`src/rtl/mem_arb_pkg.sv`:
```
// rtl/mem_arb_pkg.sv - shared constants for the loader/cpu memory arbiter
package mem_arb_pkg;

  localparam logic [1:0] ST_IDLE = 2'd0;
  localparam logic [1:0] ST_BUSY = 2'd1;
  localparam logic [1:0] ST_GAP  = 2'd2;

  localparam int M_WASM = 0;
  localparam int M_CPU  = 1;

  localparam logic [1:0] ACC_NONE = 2'b00;
  localparam logic [1:0] ACC_WASM = 2'b01;
  localparam logic [1:0] ACC_CPU  = 2'b10;

endpackage

```
`src/rtl/mem_arb_timer.sv`:
```
// rtl/mem_arb_timer.sv - BUSY-cycle counter flagging the last cycle before abort
module mem_arb_timer #(
  parameter int TIMEOUT = 255
) (
  input  logic clk,
  input  logic rst_n,
  input  logic clr,
  input  logic en,
  output logic tc
);

  localparam int W = (TIMEOUT > 0) ? $clog2(TIMEOUT + 1) : 1;

  logic [W-1:0] count;

  always_ff @(posedge clk or negedge rst_n) begin
    if (!rst_n) begin
      count <= '0;
    end else if (clr) begin
      count <= '0;
    end else if (en) begin
      count <= count + W'(1);
    end
  end

  // TIMEOUT of zero means wait for the memory forever
  generate
    if (TIMEOUT == 0) begin : g_no_timeout
      assign tc = 1'b0;
    end else begin : g_timeout
      assign tc = (count == W'(TIMEOUT - 1));
    end
  endgenerate

endmodule

```
`src/rtl/mem_arbiter.sv`:
```
// rtl/mem_arbiter.sv - round-robin arbiter of the data memory between wasm loader and cpu
module mem_arbiter
  import mem_arb_pkg::*;
#(
  parameter int ADDR_W  = 32,
  parameter int DATA_W  = 8,
  parameter int TIMEOUT = 255
) (
  input  logic              clk,
  input  logic              rst_n,
  input  logic              boot_done,
  input  logic              m0_req,
  input  logic              m0_we,
  input  logic [ADDR_W-1:0] m0_addr,
  input  logic [DATA_W-1:0] m0_wdata,
  output logic [DATA_W-1:0] m0_rdata,
  output logic              m0_done,
  output logic              m0_err,
  input  logic              m1_req,
  input  logic              m1_we,
  input  logic [ADDR_W-1:0] m1_addr,
  input  logic [DATA_W-1:0] m1_wdata,
  output logic [DATA_W-1:0] m1_rdata,
  output logic              m1_done,
  output logic              m1_err,
  output logic [ADDR_W-1:0] mem_addr,
  output logic [DATA_W-1:0] mem_wdata,
  input  logic [DATA_W-1:0] mem_rdata,
  output logic              mem_rd_en,
  output logic              mem_wr_en,
  input  logic              mem_ready,
  output logic [1:0]        mem_access
);

  logic [1:0] state;
  logic       last_grant;
  logic       owner;
  logic       we_l;
  logic       elig0;
  logic       elig1;
  logic       grant_cpu;
  logic       do_grant;
  logic       tc;
  logic       in_busy;

  // the cpu is masked until the loader has finished booting
  assign elig0     = m0_req;
  assign elig1     = m1_req & boot_done;
  assign grant_cpu = elig1 & (~elig0 | (last_grant == 1'(M_WASM)));
  assign do_grant  = (state == ST_IDLE) & (elig0 | elig1);
  assign in_busy   = (state == ST_BUSY);

  mem_arb_timer #(.TIMEOUT(TIMEOUT)) u_timer (
    .clk   (clk),
    .rst_n (rst_n),
    .clr   (do_grant),
    .en    (in_busy),
    .tc    (tc)
  );

  always_ff @(posedge clk or negedge rst_n) begin
    if (!rst_n) begin
      state      <= ST_IDLE;
      last_grant <= 1'(M_CPU);
      owner      <= 1'(M_WASM);
      we_l       <= 1'b0;
      mem_addr   <= '0;
      mem_wdata  <= '0;
      mem_rd_en  <= 1'b0;
      mem_wr_en  <= 1'b0;
      mem_access <= ACC_NONE;
      m0_rdata   <= '0;
      m1_rdata   <= '0;
      m0_done    <= 1'b0;
      m1_done    <= 1'b0;
      m0_err     <= 1'b0;
      m1_err     <= 1'b0;
    end else begin
      m0_done <= 1'b0;
      m1_done <= 1'b0;
      m0_err  <= 1'b0;
      m1_err  <= 1'b0;
      case (state)
        ST_IDLE: begin
          if (do_grant) begin
            owner      <= grant_cpu;
            we_l       <= grant_cpu ? m1_we : m0_we;
            mem_addr   <= grant_cpu ? m1_addr : m0_addr;
            mem_wdata  <= grant_cpu ? m1_wdata : m0_wdata;
            mem_rd_en  <= grant_cpu ? ~m1_we : ~m0_we;
            mem_wr_en  <= grant_cpu ? m1_we : m0_we;
            mem_access <= grant_cpu ? ACC_CPU : ACC_WASM;
            state      <= ST_BUSY;
          end
        end
        ST_BUSY: begin
          // a ready arriving on the terminal-count cycle still completes cleanly
          if (mem_ready || tc) begin
            mem_rd_en  <= 1'b0;
            mem_wr_en  <= 1'b0;
            last_grant <= owner;
            state      <= ST_GAP;
            if (owner == 1'(M_CPU)) begin
              m1_done <= 1'b1;
              m1_err  <= ~mem_ready;
              if (mem_ready && !we_l) m1_rdata <= mem_rdata;
            end else begin
              m0_done <= 1'b1;
              m0_err  <= ~mem_ready;
              if (mem_ready && !we_l) m0_rdata <= mem_rdata;
            end
          end
        end
        ST_GAP: begin
          mem_access <= ACC_NONE;
          state      <= ST_IDLE;
        end
        default: begin
          state <= ST_IDLE;
        end
      endcase
    end
  end

endmodule

```
`config.mk`:
```
export PLATFORM = sky130hd
export DESIGN_NAME = mem_arbiter
export DESIGN_NICKNAME = d
export VERILOG_FILES = /design/src/rtl/mem_arb_pkg.sv /design/src/rtl/mem_arb_timer.sv /design/src/rtl/mem_arbiter.sv
export SDC_FILE = /design/constraint.sdc
export NUM_CORES = 1
export LEC_CHECK = 0
export BUFFER_PORTS_ARGS = -buffer_cell sky130_fd_sc_hd__buf_2
export CORE_UTILIZATION = 30
export CTS_BUF_LIST = sky130_fd_sc_hd__clkbuf_8
export DETAILED_ROUTE_END_ITERATION = 10
export PLACE_DENSITY = 0.66
export SYNTH_ARGS = -nofsm -noshare
export SYNTH_HDL_FRONTEND = slang
export SYNTH_SLANG_ARGS = --single-unit
```
`constraint.sdc`:
```
create_clock -name clk -period 1.4 [get_ports clk]
set_input_delay 0.21 -clock clk [delete_from_list [all_inputs] [get_ports clk]]
set_output_delay 0.21 -clock clk [all_outputs]
set_load 0.005 [all_outputs]
```
# Yosys cells after proc, flatten, opt, wreduce, memory -nomap -nowiden
# Cells that the tools add are included.
# W data, S select, Z words.
[op_classes]
n_addsub = 1
eq_ne = 5
muxes = 29
n_bitwise = 11
reduce_logical = 14
[ops]
columns = ["cell", "count"]
rows = [
  ["$mux W32", 1],
  ["$mux W8", 3],
  ["$mux W1", 17],
  ["$add A8 B1 Y8 const B", 1],
  ["$eq A8 B8 Y1 const B", 1],
  ["$mux W2", 4],
  ["$pmux W2 S2", 2],
  ["$reduce_and A2 Y1", 4],
  ["$reduce_and A4 Y1", 2],
  ["$not A1 Y1", 6],
  ["$reduce_bool A2 Y1", 3],
  ["$pmux W1 S2", 2],
  ["$and A1 B1 Y1", 3],
  ["$reduce_and A3 Y1", 1],
  ["$eq A2 B1 Y1 const B", 1],
  ["$eq A2 B2 Y1 const B", 1],
  ["$logic_not A2 Y1", 1],
  ["$ne A2 B1 Y1 const B", 1],
  ["$ne A2 B2 Y1 const B", 1],
  ["$or A1 B1 Y1", 2],
  ["$logic_and A1 B1 Y1", 1],
  ["$logic_not A1 Y1", 1],
  ["$logic_or A1 B1 Y1", 1],
]
[totals]
register_bits = 77
inputBits = 96
output_inout_bits = 64

# Logic depth before layout (Yosys ltp)
# Gate-level depths: netlist of the first run.
[logic_depth]
depth_word = 6
ltp_mapped = 7

# Hierarchy
# Synthesis of the first run repeated with hierarchy kept, for this count alone.
[unflattened]
cells_unflattened = 255
hier_area_um2 = 3254.4
[modules_own_cells]
columns = ["module", "instances", "cells_each", "area_each_um2", "seq_area_each_um2"]
rows = [
  ["mem_arbiter", 1, 214, 2844.0, 1727.9],
  ["mem_arb_timer", 1, 41, 410.4, 200.2],
]

# Worst setup path after synthesis of the first run
# OpenSTA, ideal clock, no wires.
[synth_path]
path_kind = "register to register"
start = "register state[1]"
end = "register m0_rdata[0]"
setup_time_ps = 125
t_arrival_ps = 1402
path_slack_ps = -126
path_stages_with_launch = 4
path_buffers = 0
period_less_slack_ps = 1526
cell_sequence = "dfrtp_1 nand2b_4 nor4b_4 mux2_2"
[synth_between]
elab_chain_cells = 2
[synth_rtl]
columns = ["element", "line_no", "rtl"]
rows = [
  ["start, declared", "mem_arbiter.sv:35", "logic [1:0] state;"],
  ["start signal, assigned", "mem_arbiter.sv:63", "state <= ST_IDLE;"],
  ["start signal, assigned", "mem_arbiter.sv:93", "state <= ST_BUSY;"],
  ["start signal, assigned", "mem_arbiter.sv:102", "state <= ST_GAP;"],
  ["$eq A2 B1 Y1", "mem_arbiter.sv:83", "case (state)"],
  ["$reduce_and A4 Y1 (no source line)", "-", ""],
  ["end signal, assigned", "mem_arbiter.sv:110", "if (mem_ready && !we_l) m0_rdata <= mem_rdata;"],
  ["end, declared", "mem_arbiter.sv:16", "output logic [DATA_W-1:0] m0_rdata,"],
]
# Every way passes these cells.
# A chain may end at the register's enable or synchronous reset.

# Worst setup path in the final report of the first run
[layout_path]
start = "register state[0]"
end = "register m0_rdata[0]"
# Same word-level chain as after synthesis.

==> flow_summary.toml, run 1 <==
[outcome]
status = "finished, violations left"
violations = "negative setup slack"

[placed_design]
gpl.final_weighted_congestion = 0.743
post_dp_cell_area_um2 = 4540
buffer_ports.inserted = 159
half_perimeter_wire_length_after_placement_um = 6080
dp_worst_setup_slack_ps = -148
placed_cells = 606

[final_layout]
seqCellArea_um2 = 1930
layout.cells.non_filler = 636
number_of_antenna_diodes = 0
final_cell_mix = "buf_2, dfrtp_1, nand2_1"
multiInputGateArea_um2 = 1470
filler_cells_inserted = 1026
finalInstanceArea_um2 = 5060
layout.cells.most_common = "buf_2"
area_delta_synth_final_pct = 49.2
final_nets = 589
layout-drive-gt1-share_pct = 51.4

[power_and_ir_drop]
netSwitchingPower_uw = 3070
clkPwrFrac_pct = 19.2
p_int_uw = 5930
static-leakage-power_uw = 0.00272
p_seq_share_pct = 41.1
power-per-cell-area_nw_per_um2 = 1780
combinational_share_of_power_pct = 39.7
switching_power_share_of_the_total_pct = 34.1
fin_total_pwr_uw = 9000
ir_drop_v = 0.000717

[timing]
layout_setup_ws_ps = -51.5
hold_viol_final = 0
period_share_pct = 104
worstMarginPinSlew_ps = 405
skew_ps = 8.22
whs_ps = 102
layout_min_cycle_time_ps = 1450
rsz0062_at_grt = "true"
timing.final.setup_violations = 14
maxClockFrequency_ghz = 0.689
slew-limit-headroom_pct = 73.0
timing.final.max_slew_violations = 0

[worst_setup_path]
r2r_start = "state[0]"
worstPathArrival_ps = 1690
crit-reg2reg-capture = "m0_rdata[0]"
r2r_cells = 5
regToRegSetupSlack_ps = -50
setup.worst_path.end_class = "register"
criticalPathCategory = "register to register"
timing.critical_path.from_type = "register"
worstPathRequired_ps = 1640
path_max_fanout = 8

[clocking]
cts_buffer_depth = 2
insertion_delay_ps = 350
clkSinkCount = 77
cts_made_buffers = 9
htree_num_levels = 3
clk_root_buffer_cell = "clkbuf_8"
tritoncts = "done"
cts.reportedPaths.clkPinSlew_ps = 80

[global_routing]
vias_in_the_first_global_route = 2739
largest_net_degree_at_the_start_of_global_routing = 78
grt_resource_usage_total_pct = 14.3
gr-total-overflow = 0
antenna_found_initial = 0
wire_length_of_the_first_global_routing_pass_um = 12800

[min_path]
hold_path_end = "m1_rdata[3]"
hold_path_startpoint = "mem_rdata[3]"
hold_depth = 2
hold_path_class = "primary input to register"

[route]
drt_first_iter_violations = 66
drtAntennaViolNets = 0
viasPerCell = 4.51
detailed_router_iteration_count_before_antenna_repair = 4
detailroute.via_count = 2868
routed_wirelength_normalized_by_instance_count_um = 13.3
routed_wirelength_um = 8480
drcViolationCount = 0

[synth]
synthArstFlopShare_pct = 100
synth.net_count = 399
synth.ff_latch_count = 77
yosysSeqAreaShare_pct = 56.8
postSynthCellCount = 301
yosys_most_used_dff = "dfrtp_1"
synth_edf_count = 0
mappedNetlistArea_um2 = 3390
synth-warning-count = 0
yosysUniqueCellTypes = 34
avgSynthCellArea_um2 = 11.3

[die]
die_height_um = 108
floorplan.initialDensity_pct = 31.0
boundaryPins = 160
die_width_um = 108
die_area_um2 = 11700
rows = 38
core_um2 = 10900

[run]
max_cap_violations = 0
==> worst max path at each step <==
stage | from | endpoint | cells after the start | slack (ps)
after floorplan | state[1] | m0_rdata[0] | 3 | -80
after global placement | state[1] | mem_wdata[1] | 4 | -110
after detailed placement | state[1] | mem_addr[5] | 4 | -150
after CTS | state[0] | m0_rdata[1] | 5 | -40
after global routing | state[0] | m0_rdata[0] | 5 | -120
final | state[0] | m0_rdata[0] | 5 | -50
==> critical path, stage by stage (launching register included) <==
cell      delay, ps
dfrtp_1         420
buf_6           130
nand2b_4         60
nor4b_4         220
buf_6           180
mux2_2          340
==> cell type report <==
type | count | area share (%)
clock buffer | 10 | 2.72
clock inverter | 6 | 1.36
inverter | 2 | 0.148
multi-input combinational | 203 | 29.1
sequential | 77 | 38.1
tap | 140 | 3.46
timing repair buffer | 198 | 25.1
==> cells by family after synthesis <==
family / after synthesis / synth area share, %
fa+ha+maj: 2 / 0.738
flops: 77 / 56.8
buf+inv: 21 / 3.06
compound gates: 63 / 9.96
mux: 58 / 17.7
simple gates: 80 / 11.7
==> synth_stat cells (2+ instances only) <==
master,instances,area share (%)
a31oi_1,2,0.37
inv_1,2,0.22
nor2_1,5,0.55
nand3_1,3,0.44
nand4_1,3,0.55
mux2i_1,41,12
nor3_1,3,0.44
and3_1,2,0.37
a21oi_1,4,0.59
buf_2,8,1.2
o22ai_1,2,0.37
mux2_2,17,5.6
clkbuf_1,9,1.0
buf_6,2,0.66
ha_1,2,0.74
o21ai_0,52,7.7
nand2_1,52,5.8
dfrtp_1,76,56
==> registers in the layout, indices dropped and copies added, names as in the netlist, 2 cells and up <==
name,count
mem_addr,32
m0_rdata,8
m1_rdata,8
mem_wdata,8
u_timer.count,8
mem_access,2
state,2
==> metal layers <==
metal	wire length (um)	vias to the layer above	share of wire, %	global-route usage [%]
met5	0	-	0	0
met4	139	0	1.6	6.95
met3	466	10	5.5	3.07
met2	4190	110	49	23.9
met1	3680	1320	43	17.4
li1	-	1428	-	-
==> per-stage QoR <==
step | util (%) | TNS (ps)
3_5_place_dp | 41.5 | -6860
5_1_grt | 46.3 | -3270
6_report | 46.3 | -404
3_3_place_gp | 41.5 | -4560
2_1_floorplan | - | -673
4_1_cts | 44.3 | -260
==> power by group through the flow <==
stage,sequential (uW),clock (uW),combinational [uW]
finish,3700,1730,3580
global route,3830,1870,3990
CTS,3710,1800,3380
detailed placement,3730,0,3230
global placement,3700,0,3110
floorplan,3770,0,1610
==> repair_timing <==
| action | CTS | global route |
|---|---|---|
| pin swaps | 6 | 3 |
| setup endpoints to repair | 64 | 63 |
| resized for setup | 19 | 35 |
| gates cloned | 0 | 4 |
| buffers inserted | 5 | 4 |
| endpoints found under the hold margin | 76 | 0 |
| hold buffers | 1 | 0 |
(Power assumes the default switching activity.)
==> inputs of run 2 (changes only) <==
Settings changed: SETUP_SLACK_MARGIN from default to 0.3, SYNTH_HIERARCHICAL from default to 1.
==> flow_summary.toml, run 2 <==
[power_and_ir_drop]
netSwitchingPower_uw = 3340
clkPwrFrac_pct = 18.1
p_int_uw = 7130
static-leakage-power_uw = 0.00283
ir_drop_v = 0.00109
p_seq_share_pct = 35.8
combinational_share_of_power_pct = 46.1
power-per-cell-area_nw_per_um2 = 2070
switching_power_share_of_the_total_pct = 31.9
fin_total_pwr_uw = 10500

[synth]
ranking_of_synthesized_cells_by_area = "dfrtp_1, a22o_1, a21o_1, mux2_2, buf_2"
yosysSeqAreaShare_pct = 59.2
synth.ff_latch_count = 77
proportion_of_netlist_area_held_by_the_largest_area_contributor_pct = 58.4
synth.net_count = 353
postSynthCellCount = 255
yosys.cell_count.top_type = "dfrtp_1"
synth-warning-count = 6
synthArstFlopShare_pct = 100
avgSynthCellArea_um2 = 12.8
mappedNetlistArea_um2 = 3250
synth_edf_count = 0
yosys_most_used_dff = "dfrtp_1"
synth_commonest_cells = "dfrtp_1, a21o_1, a22o_1, mux2_2"
yosysUniqueCellTypes = 32
post_synth_top_area_cell = "dfrtp_1"

[worst_setup_path]
timing.critical_path.from_type = "register"
critical_path.n_buffers_inverters = 2
crit_path_depth = 5
path_max_fanout = 8
worstPathRequired_ps = 1630
r2r_cells = 5
criticalPathCategory = "register to register"
crit_family = "flip-flops"
setup.worst_path.end_class = "register"
worstPathArrival_ps = 1650
crit_chain = "inv_2 -> nand2_4 -> nor4b_4 -> buf_6 -> mux2_4"
cpPeakStageDelay_ps = 410
critical-path-slowest-cell = "dfrtp_1"

[global_routing]
gr-total-overflow = 0
antenna_found_initial = 0
wire_length_of_the_first_global_routing_pass_um = 13700
largest_net_degree_at_the_start_of_global_routing = 39
grt_resource_usage_total_pct = 15.5
vias_in_the_first_global_route = 2866

[clocking]
cts_buffer_depth = 2
clkSinkCount = 77
tritoncts = "done"
htree_num_levels = 3
cts.reportedPaths.clkPinSlew_ps = 80
insertion_delay_ps = 350
clk_root_buffer_cell = "clkbuf_8"
cts_made_buffers = 9

[die]
die_height_um = 106
boundaryPins = 160
die_area_um2 = 11300
die_width_um = 106
rows = 37
core_um2 = 10400
floorplan.initialDensity_pct = 31.2

[timing]
worstMarginPinSlew_ps = 279
skew_ps = 8.83
layout_min_cycle_time_ps = 1420
slew-limit-headroom_pct = 81.4
rsz0062_at_grt = "true"
period_share_pct = 101
layout_setup_ws_ps = -15.4
timing.final.setup_violations = 11
timing.final.max_slew_violations = 0
whs_ps = 52.2
maxClockFrequency_ghz = 0.707
hold_viol_final = 0

[final_layout]
layout.cells.most_common = "buf_2"
final_nets = 559
final_cell_mix = "buf_2, dfrtp_1, a21o_1"
top_register = "mem_addr"
layout-drive-gt1-share_pct = 57.9
number_of_antenna_diodes = 0
largest_register_ffs = 32
area_delta_synth_final_pct = 55.7

[min_path]
hold_path_class = "primary input to register"
hold_depth = 2

[placed_design]
buffer_ports.inserted = 159
half_perimeter_wire_length_after_placement_um = 6000
gpl.final_weighted_congestion = 0.725

[route]
detailed_router_iteration_count_before_antenna_repair = 4
drtAntennaViolNets = 0
routed_wirelength_normalized_by_instance_count_um = 14.3
drcViolationCount = 0
routed_wirelength_um = 8620
drt_first_iter_violations = 133
detailroute.via_count = 2853
viasPerCell = 4.74

[run]
max_cap_violations = 0

[outcome]
status = "finished, violations left"
violations = "negative setup slack"
## run 2: cell type report
cell class	count	area (um2)
Clock buffer	10	138
Inverter	8	37.5
Fill cell	971	5350
Clock inverter	6	95.1
Timing Repair Buffer	211	1280
Tap cell	136	170
Multi-Input combinational cell	154	1420
Sequential cell	77	1930
## run 2: repair_timing
item,CTS,global route
buffers inserted,10,20
gates resized for setup,33,15
cloned,1,0
pin swaps,6,6
endpoints found under the setup margin,86,140
endpoints found under the hold margin,28,0
hold buffers,1,0
## run 2: per-layer routing
layer,wire length [um],vias up,GRT usage (%)
li1,-,1353,-
met1,3660,1403,18.3
met2,4380,92,27.1
met3,546,5,5.64
met4,30,0,2.68
met5,0,-,0
## run 2: metrics by stage
step           setup TNS [ps]  util (%)  std cells  setup WS [ps]  area, um2
4_1_cts                  -122      46.6        582          -25.8       4860
3_5_place_dp            -1450      42.2        554           -161       4400
2_1_floorplan            -348         -        255          -48.2       3360
3_3_place_gp             -886      42.2        554           -104       4400
5_1_grt                 -2450      48.7        602          -80.9       5070
6_report                -83.2      48.7        602          -15.4       5070
## run 2: path summary, 6_finish.rpt
check / startpoint / end / slack, ps
worst max-delay path: state[1] / m0_rdata[3] / -20
worst min-delay path: m1_addr[5] / mem_addr[5] / 50
worst max register to register: state[1] / m0_rdata[3] / -20
worst min register to register: m0_rdata[0] / m0_rdata[0] / 520
max in group asynchronous: rst_n / mem_addr[24] / 650
min in group asynchronous: rst_n / we_l / 270
## run 2: power groups by stage
stage,combinational (uW),clock (uW),sequential [uW]
finish,4820,1900,3750
detailed placement,3950,0,3780
global route,5260,2080,3850
global placement,3860,0,3740
CTS,4360,1970,3740
floorplan,2260,0,3860
## run 2: kinds of logic (layout without fill, tap and decap cells)
group	Yosys count	in the layout	share of synthesized area, %
fa+ha+maj	2	2	0.769
xor+xnor	4	4	1.08
flops	77	77	59.2
compound gates	100	100	23.8
simple gates	31	31	6.04
buf+inv	24	235	3.27
mux	17	17	5.84
## run 2: worst reg2reg max path, cell delays in order (launching register included)
cell and delay (ps):
dfrtp_1 410, inv_2 90, nand2_4 70, nor4b_4 220, buf_6 200, mux2_4 310
